<file path="src/rtl/ddr_rx_deserializer.sv">
// DDR receive deserializer: pairs rise/fall captures into words (DDR) or rise-only nibble pairs.
// Optional saturating error counter enabled by DDR_RX_DESERIALIZER_ERROR_COUNT_EN.
module ddr_rx_deserializer #(
  parameter int DATA_WIDTH  = 4,
  parameter int COUNT_WIDTH = 16
) (
  input  logic                    clock,
  input  logic                    reset,
  input  logic [DATA_WIDTH-1:0]   ddr_data,
  input  logic                    ddr_control,
  input  logic                    nibble_mode,
  output logic [2*DATA_WIDTH-1:0] output_data,
  output logic                    output_valid,
  output logic                    output_error,
  output logic                    frame_start,
  output logic                    frame_end
`ifdef DDR_RX_DESERIALIZER_ERROR_COUNT_EN
  ,
  output logic [COUNT_WIDTH-1:0]  error_count
`endif
);

  if (DATA_WIDTH < 1) begin : g_data_width_check
    $error("DATA_WIDTH must be at least 1");
  end
  if (COUNT_WIDTH < 1) begin : g_count_width_check
    $error("COUNT_WIDTH must be at least 1");
  end

  typedef enum logic [2:0] {
    SYNC,
    IDLE,
    DDR_ACTIVE,
    NIBBLE_LOW,
    NIBBLE_HIGH
  } state_t;

  logic [DATA_WIDTH-1:0] rise_data;
  logic                  rise_ctl;
  logic                  rise_seen;
  logic [DATA_WIDTH-1:0] fall_data;
  logic                  fall_ctl;
  logic                  beat_ready;

  logic beat_dv;
  logic beat_err;

  state_t                state;
  state_t                next_state;
  logic [DATA_WIDTH-1:0] low_data;
  logic [DATA_WIDTH-1:0] next_low_data;
  logic                  low_error;
  logic                  next_low_error;
  logic                  first_pending;
  logic                  next_first_pending;

  logic [2*DATA_WIDTH-1:0] next_data;
  logic                    next_valid;
  logic                    next_error;
  logic                    next_frame_start;
  logic                    next_frame_end;

  always_ff @(posedge clock or posedge reset) begin
    if (reset) begin
      rise_data <= '0;
      rise_ctl  <= 1'b0;
      rise_seen <= 1'b0;
    end else begin
      rise_data <= ddr_data;
      rise_ctl  <= ddr_control;
      rise_seen <= 1'b1;
    end
  end

  // beat_ready only rises once a posedge capture has been followed by its
  // negedge capture, so reset-cleared rise registers are never taken as a beat.
  always_ff @(negedge clock or posedge reset) begin
    if (reset) begin
      fall_data  <= '0;
      fall_ctl   <= 1'b0;
      beat_ready <= 1'b0;
    end else begin
      fall_data  <= ddr_data;
      fall_ctl   <= ddr_control;
      beat_ready <= rise_seen;
    end
  end

  assign beat_dv  = rise_ctl;
  assign beat_err = rise_ctl ^ fall_ctl;

  always_ff @(posedge clock or posedge reset) begin
    if (reset) begin
      state         <= SYNC;
      low_data      <= '0;
      low_error     <= 1'b0;
      first_pending <= 1'b0;
      output_data   <= '0;
      output_valid  <= 1'b0;
      output_error  <= 1'b0;
      frame_start   <= 1'b0;
      frame_end     <= 1'b0;
    end else begin
      state         <= next_state;
      low_data      <= next_low_data;
      low_error     <= next_low_error;
      first_pending <= next_first_pending;
      output_data   <= next_data;
      output_valid  <= next_valid;
      output_error  <= next_error;
      frame_start   <= next_frame_start;
      frame_end     <= next_frame_end;
    end
  end

  always_comb begin
    next_state         = state;
    next_low_data      = low_data;
    next_low_error     = low_error;
    next_first_pending = first_pending;
    next_data          = output_data;
    next_valid         = 1'b0;
    next_error         = 1'b0;
    next_frame_start   = 1'b0;
    next_frame_end     = 1'b0;

    if (beat_ready) begin
      case (state)
        SYNC: begin
          if (!beat_dv) next_state = IDLE;
        end

        IDLE: begin
          if (beat_dv) begin
            if (nibble_mode) begin
              next_low_data      = rise_data;
              next_low_error     = beat_err;
              next_first_pending = 1'b1;
              next_state         = NIBBLE_HIGH;
            end else begin
              next_data        = {fall_data, rise_data};
              next_valid       = 1'b1;
              next_error       = beat_err;
              next_frame_start = 1'b1;
              next_state       = DDR_ACTIVE;
            end
          end
        end

        DDR_ACTIVE: begin
          if (beat_dv) begin
            next_data  = {fall_data, rise_data};
            next_valid = 1'b1;
            next_error = beat_err;
          end else begin
            next_frame_end = 1'b1;
            next_state     = IDLE;
          end
        end

        NIBBLE_HIGH: begin
          if (beat_dv) begin
            next_data          = {rise_data, low_data};
            next_valid         = 1'b1;
            next_error         = low_error | beat_err;
            next_frame_start   = first_pending;
            next_first_pending = 1'b0;
            next_state         = NIBBLE_LOW;
          end else begin
            // Odd nibble count: the stored half-word is dropped and flagged.
            next_frame_end = 1'b1;
            next_error     = 1'b1;
            next_state     = IDLE;
          end
        end

        NIBBLE_LOW: begin
          if (beat_dv) begin
            next_low_data  = rise_data;
            next_low_error = beat_err;
            next_state     = NIBBLE_HIGH;
          end else begin
            next_frame_end = 1'b1;
            next_state     = IDLE;
          end
        end

        default: next_state = SYNC;
      endcase
    end
  end

`ifdef DDR_RX_DESERIALIZER_ERROR_COUNT_EN
  // Counts in step with output_error so both change on the same edge.
  always_ff @(posedge clock or posedge reset) begin
    if (reset) begin
      error_count <= '0;
    end else if (next_error && (error_count != '1)) begin
      error_count <= error_count + 1'b1;
    end
  end
`endif

endmodule

</file>
<file path="config.mk">
export PLATFORM = sky130hd
export DESIGN_NAME = ddr_rx_deserializer
export DESIGN_NICKNAME = d
export VERILOG_FILES = /design/src/rtl/ddr_rx_deserializer.sv
export SDC_FILE = /design/constraint.sdc
export NUM_CORES = 1
export LEC_CHECK = 0
export ABC_AREA = 1
export BUFFER_PORTS_ARGS = -buffer_cell sky130_fd_sc_hd__buf_2
export CORE_MARGIN = 5
export CORE_UTILIZATION = 40
export DETAILED_ROUTE_END_ITERATION = 6
export PLACE_DENSITY = 0.7
export SLEW_MARGIN = 15
export SYNTH_ARGS = -nofsm -noshare
export SYNTH_HDL_FRONTEND = slang
export SYNTH_SLANG_ARGS = --single-unit
export TNS_END_PERCENT = 20
</file>
<file path="constraint.sdc">
create_clock -name clock -period 1.52 [get_ports clock]
set_clock_uncertainty 0.05 [all_clocks]
set_input_delay 0.228 -clock clock [delete_from_list [all_inputs] [get_ports clock]]
set_output_delay 0.228 -clock clock [all_outputs]
set_load 0.005 [all_outputs]
</file>
# == Word level (Yosys, flattened, before mapping) ==
# Cells that the tools add are included.
# classes
reduce_logical,11
n_eq_ne,11
n_mux,40
bitwise,2
# ops
operator,count
two-way mux 8 bit,4
one-hot mux 8 bit (3 select lines),1
two-way mux 1 bit,20
inequality test 2 bit (second input constant),7
two-way mux 3 bit,4
two-way mux 4 bit,3
one-hot mux 3 bit (4 select lines),1
AND reduction 5 bit,2
one-hot mux 1 bit (2 select lines),4
one-hot mux 4 bit (2 select lines),1
equality test 3 x 2 -> 1 bit (second input constant),2
AND reduction 6 bit,1
nonzero test 2 bit,2
OR reduction 2 bit,2
equality test 3 x 1 -> 1 bit (second input constant),1
equality test 3 bit (second input constant),1
zero test 3 bit,1
one-hot mux 1 bit (3 select lines),1
AND reduction 3 bit,1
nonzero test 3 bit,1
OR reduction 3 bit,1
two-way mux 2 bit,1
bitwise OR 1 bit,1
bitwise XOR 1 bit,1
# totals
inputBits,8
regBits,33
output_inout_bits,12

# == Depth between registers and ports, before layout ==
# logic_depth
ltp_word,5
ltp_mapped,7
ltp_nobuf,7

==> impl_results.md <==
* Die footprint at 0.00485 sq mm
* Post-Syn Area at around 0.0014 sq mm
* Final non-filler cell total at 232
* Max-slew violation count at 0
* Routed Antenna Nets at 0
* Wl on met1 at 1090 um
* Share of layout cells above drive strength 1 at 28.5%
* Clock Path Buffers at 2
* Cell area power density at 1760 mW/mm^2
* Pre-antenna DRT Iters at 4
* Final Net Count at 193
* DP Cell Count at roughly 220
* Drt drc at 0
* GP Congestion at 0.787
* Die Width at 69.6 um
* Max incr delay on CP at 460 ps
* Top area cells in the synthesized netlist: dfrtp_1 48%, nand2_1 13%, dfrtn_1 11%
* Routed len/inst at 11.5 um
* Met3 Routed Length at 137 um
* Core area at 0.00339 sq mm
* Hold endpoint: frame_start
* IO Pins at 20
* Clock Pin Slew Worst Setup and Hold Paths at 100 ps
* Reg2reg start: beat_ready
* Initial DRC Count at 45
* Critical R2R Capture: state[1]
* WL final at between 2000 and 3000 um
* Leak at slightly below 1 nW
* HPWL after DPL at 1780 um
* # diodes at 0
* Vias at 1,085
* Hold_sp: nibble_mode
* Arr. time, crit path at 2050 ps
* Gr usage total at 12.3%
* Syn. warnings at 0
* FF-to-FF setup slack at -330 ps
* Rows at 21
* Final Hold Fails at 0
* Count leader, synth: nand2_1
* Post-synth ARST share at 100%
* Total power at 3.20 mW
* Synthesized instance count at 149
* VDD IR-drop max at 672 uV
* Top Metal Used: met4
* Filler cell count at just over 300
* Top cells by count, synth: 51 x nand2_1, 27 x dfrtp_1, 23 x nand3_1
* Yosys cell types at 20
* Num CTS Buffers at 5
* EDFF count, synth at 0
* Starting density of the core at a little over two fifths
* Status: finished with violations
* First-pass GRT wire length at approximately 4700 um
* Initial antenna violation count at 0
* Critical path required time at 1720 ps
* Failing checks: negative setup slack
* Syn nets at between 150 and 200
* Clock latency at the later pin of the worst-skew pair at 330 ps
* Worst setup SP type: register
* GRT overflow at 0
* WHS Path Cells at 4
* Number of synthesized register bits at 33
* Clock Tree Root: clkbuf_4
* Area of the multi-input gates at between 500 and 600 sq um
* Top-area cell type share of the netlist area at 47.5%
* CTS tree: done
* RSZ-0062 raised after global routing: yes
* Vias per inst at 4.68
* Die height at 69.6 um
* Port Buf Inserts at 19
* CTS sink cnt at 33
* Final setup vio count at 21
* Vias in the first global route at 1,081
* Synthesized area per cell at 9.54 sq um
* CP Cell Sequence: nand2_4 > inv_6 > nand2_2 > nand2_4 > nand2_1 > o21ai_0
* Hold crit path type: in -> reg
* H-tree levels at 2
* Worst path most repeated cell: nand2_4
* Minimum hold slack at 227 ps
* Area leader, netlist: dfrtp_1
* Area Overhead vs Synth at 28.2%
* Largest net degree at the start of global routing at 34
* Slowest CP cell: dfrtn_1
* Crit. End Element: register
* Finished Core Util at 53.7%
* Ys flop type: dfrtp_1
* Reg area at just over 800 sq um
* Reg2reg path depth at 6
* Sequential area share after synthesis at 58.1%
* Routed met2 length at 1370 um
* Crit-path max FO at 5
* Final worst slack at -325 ps
* Worst setup path class: reg -> reg
* Max-cap viol count at 0
-- per-layer routing --
metal	vias to the layer above	GRT usage, %
met2	32	20.9
li1	553	-
met3	6	4.64
met4	0	6.38
met1	494	13.3
met5	-	0
-- flip-flops by register name, indices dropped and copies added (netlist names), 3 cells and up --
name	flops
low_data	4
output_data	8
fall_data	4
rise_data	4
state	3
-- cell usage in the layout, fill, tap and decap left out, types with 4 or more instances in the layout --
cell type      synthesis  routed
nand2_1               51      47
dfrtp_1               27      27
nand3_1               23      22
buf_2                  0      19
inv_1                 12      11
o21ai_1                4       9
dfrtn_1                6       6
dlygate4sd3_1          0       6
clkbuf_4               0       5
nand2_4                2       4
-- logic make-up (layout without fill, tap and decap cells) --
family	Yosys count	in the layout	share of synthesized area, %
and+or+nand+nor	85	87	31.3
DFF	33	33	58.1
buffers and inverters	17	52	5.55
AOI/OAI and AO/OA	13	13	4.75
other	1	1	0.264
-- worst max-delay path by stage --
stage	start	end
floorplan	beat_ready	low_error
global placement	beat_ready	low_data[0]
detailed placement	beat_ready	low_data[3]
CTS	beat_ready	output_data[4]
global route	beat_ready	output_data[1]
finish	beat_ready	state[1]
-- cell type report --
class                      count  area share [%]
clock buffer                   6            2.82
inverter                      14            3.16
sequential                    33            45.3
clock inverter                 2            2.06
tap                           46            3.16
multi-input combinational    101            31.5
timing repair buffer          30            12.0
-- worst max-delay path: cells and delay by family, from the launching register on --
kind | cells | cell delay (ps)
flops | 1 | 460
buf+inv | 1 | 100
simple gates | 4 | 340
compound gates | 1 | 70
-- power by group --
| part | switching, mW | internal [mW] |
|---|---|---|
| Clock | 0.293 | 0.391 |
| Sequential | 0.161 | 1.13 |
| Combinational | 0.773 | 0.458 |
| Total | 1.23 | 1.98 |
-- through the flow --
| step | setup TNS, ps | setup WS (ps) | cell area (sq um) |
|---|---|---|---|
| floorplan | -6240 | -330 | 1420 |
| global placement | -5660 | -323 | 1590 |
| detailed placement | -6290 | -380 | 1590 |
| CTS | -5650 | -312 | 1810 |
| global route | -7340 | -410 | 1820 |
| finish | -5780 | -325 | 1820 |
-- timing repair --
action / 4_1_cts / 5_1_grt
endpoints found under the setup margin: 21 / 21
hold buffers: 6 / 0
pin swaps: 4 / 2
setup buffers: 1 / 0
gates cloned: 2 / 0
resized for setup: 9 / 6
endpoints found under the hold margin: 32 / 0
Power figures use the tool's default switching activity.
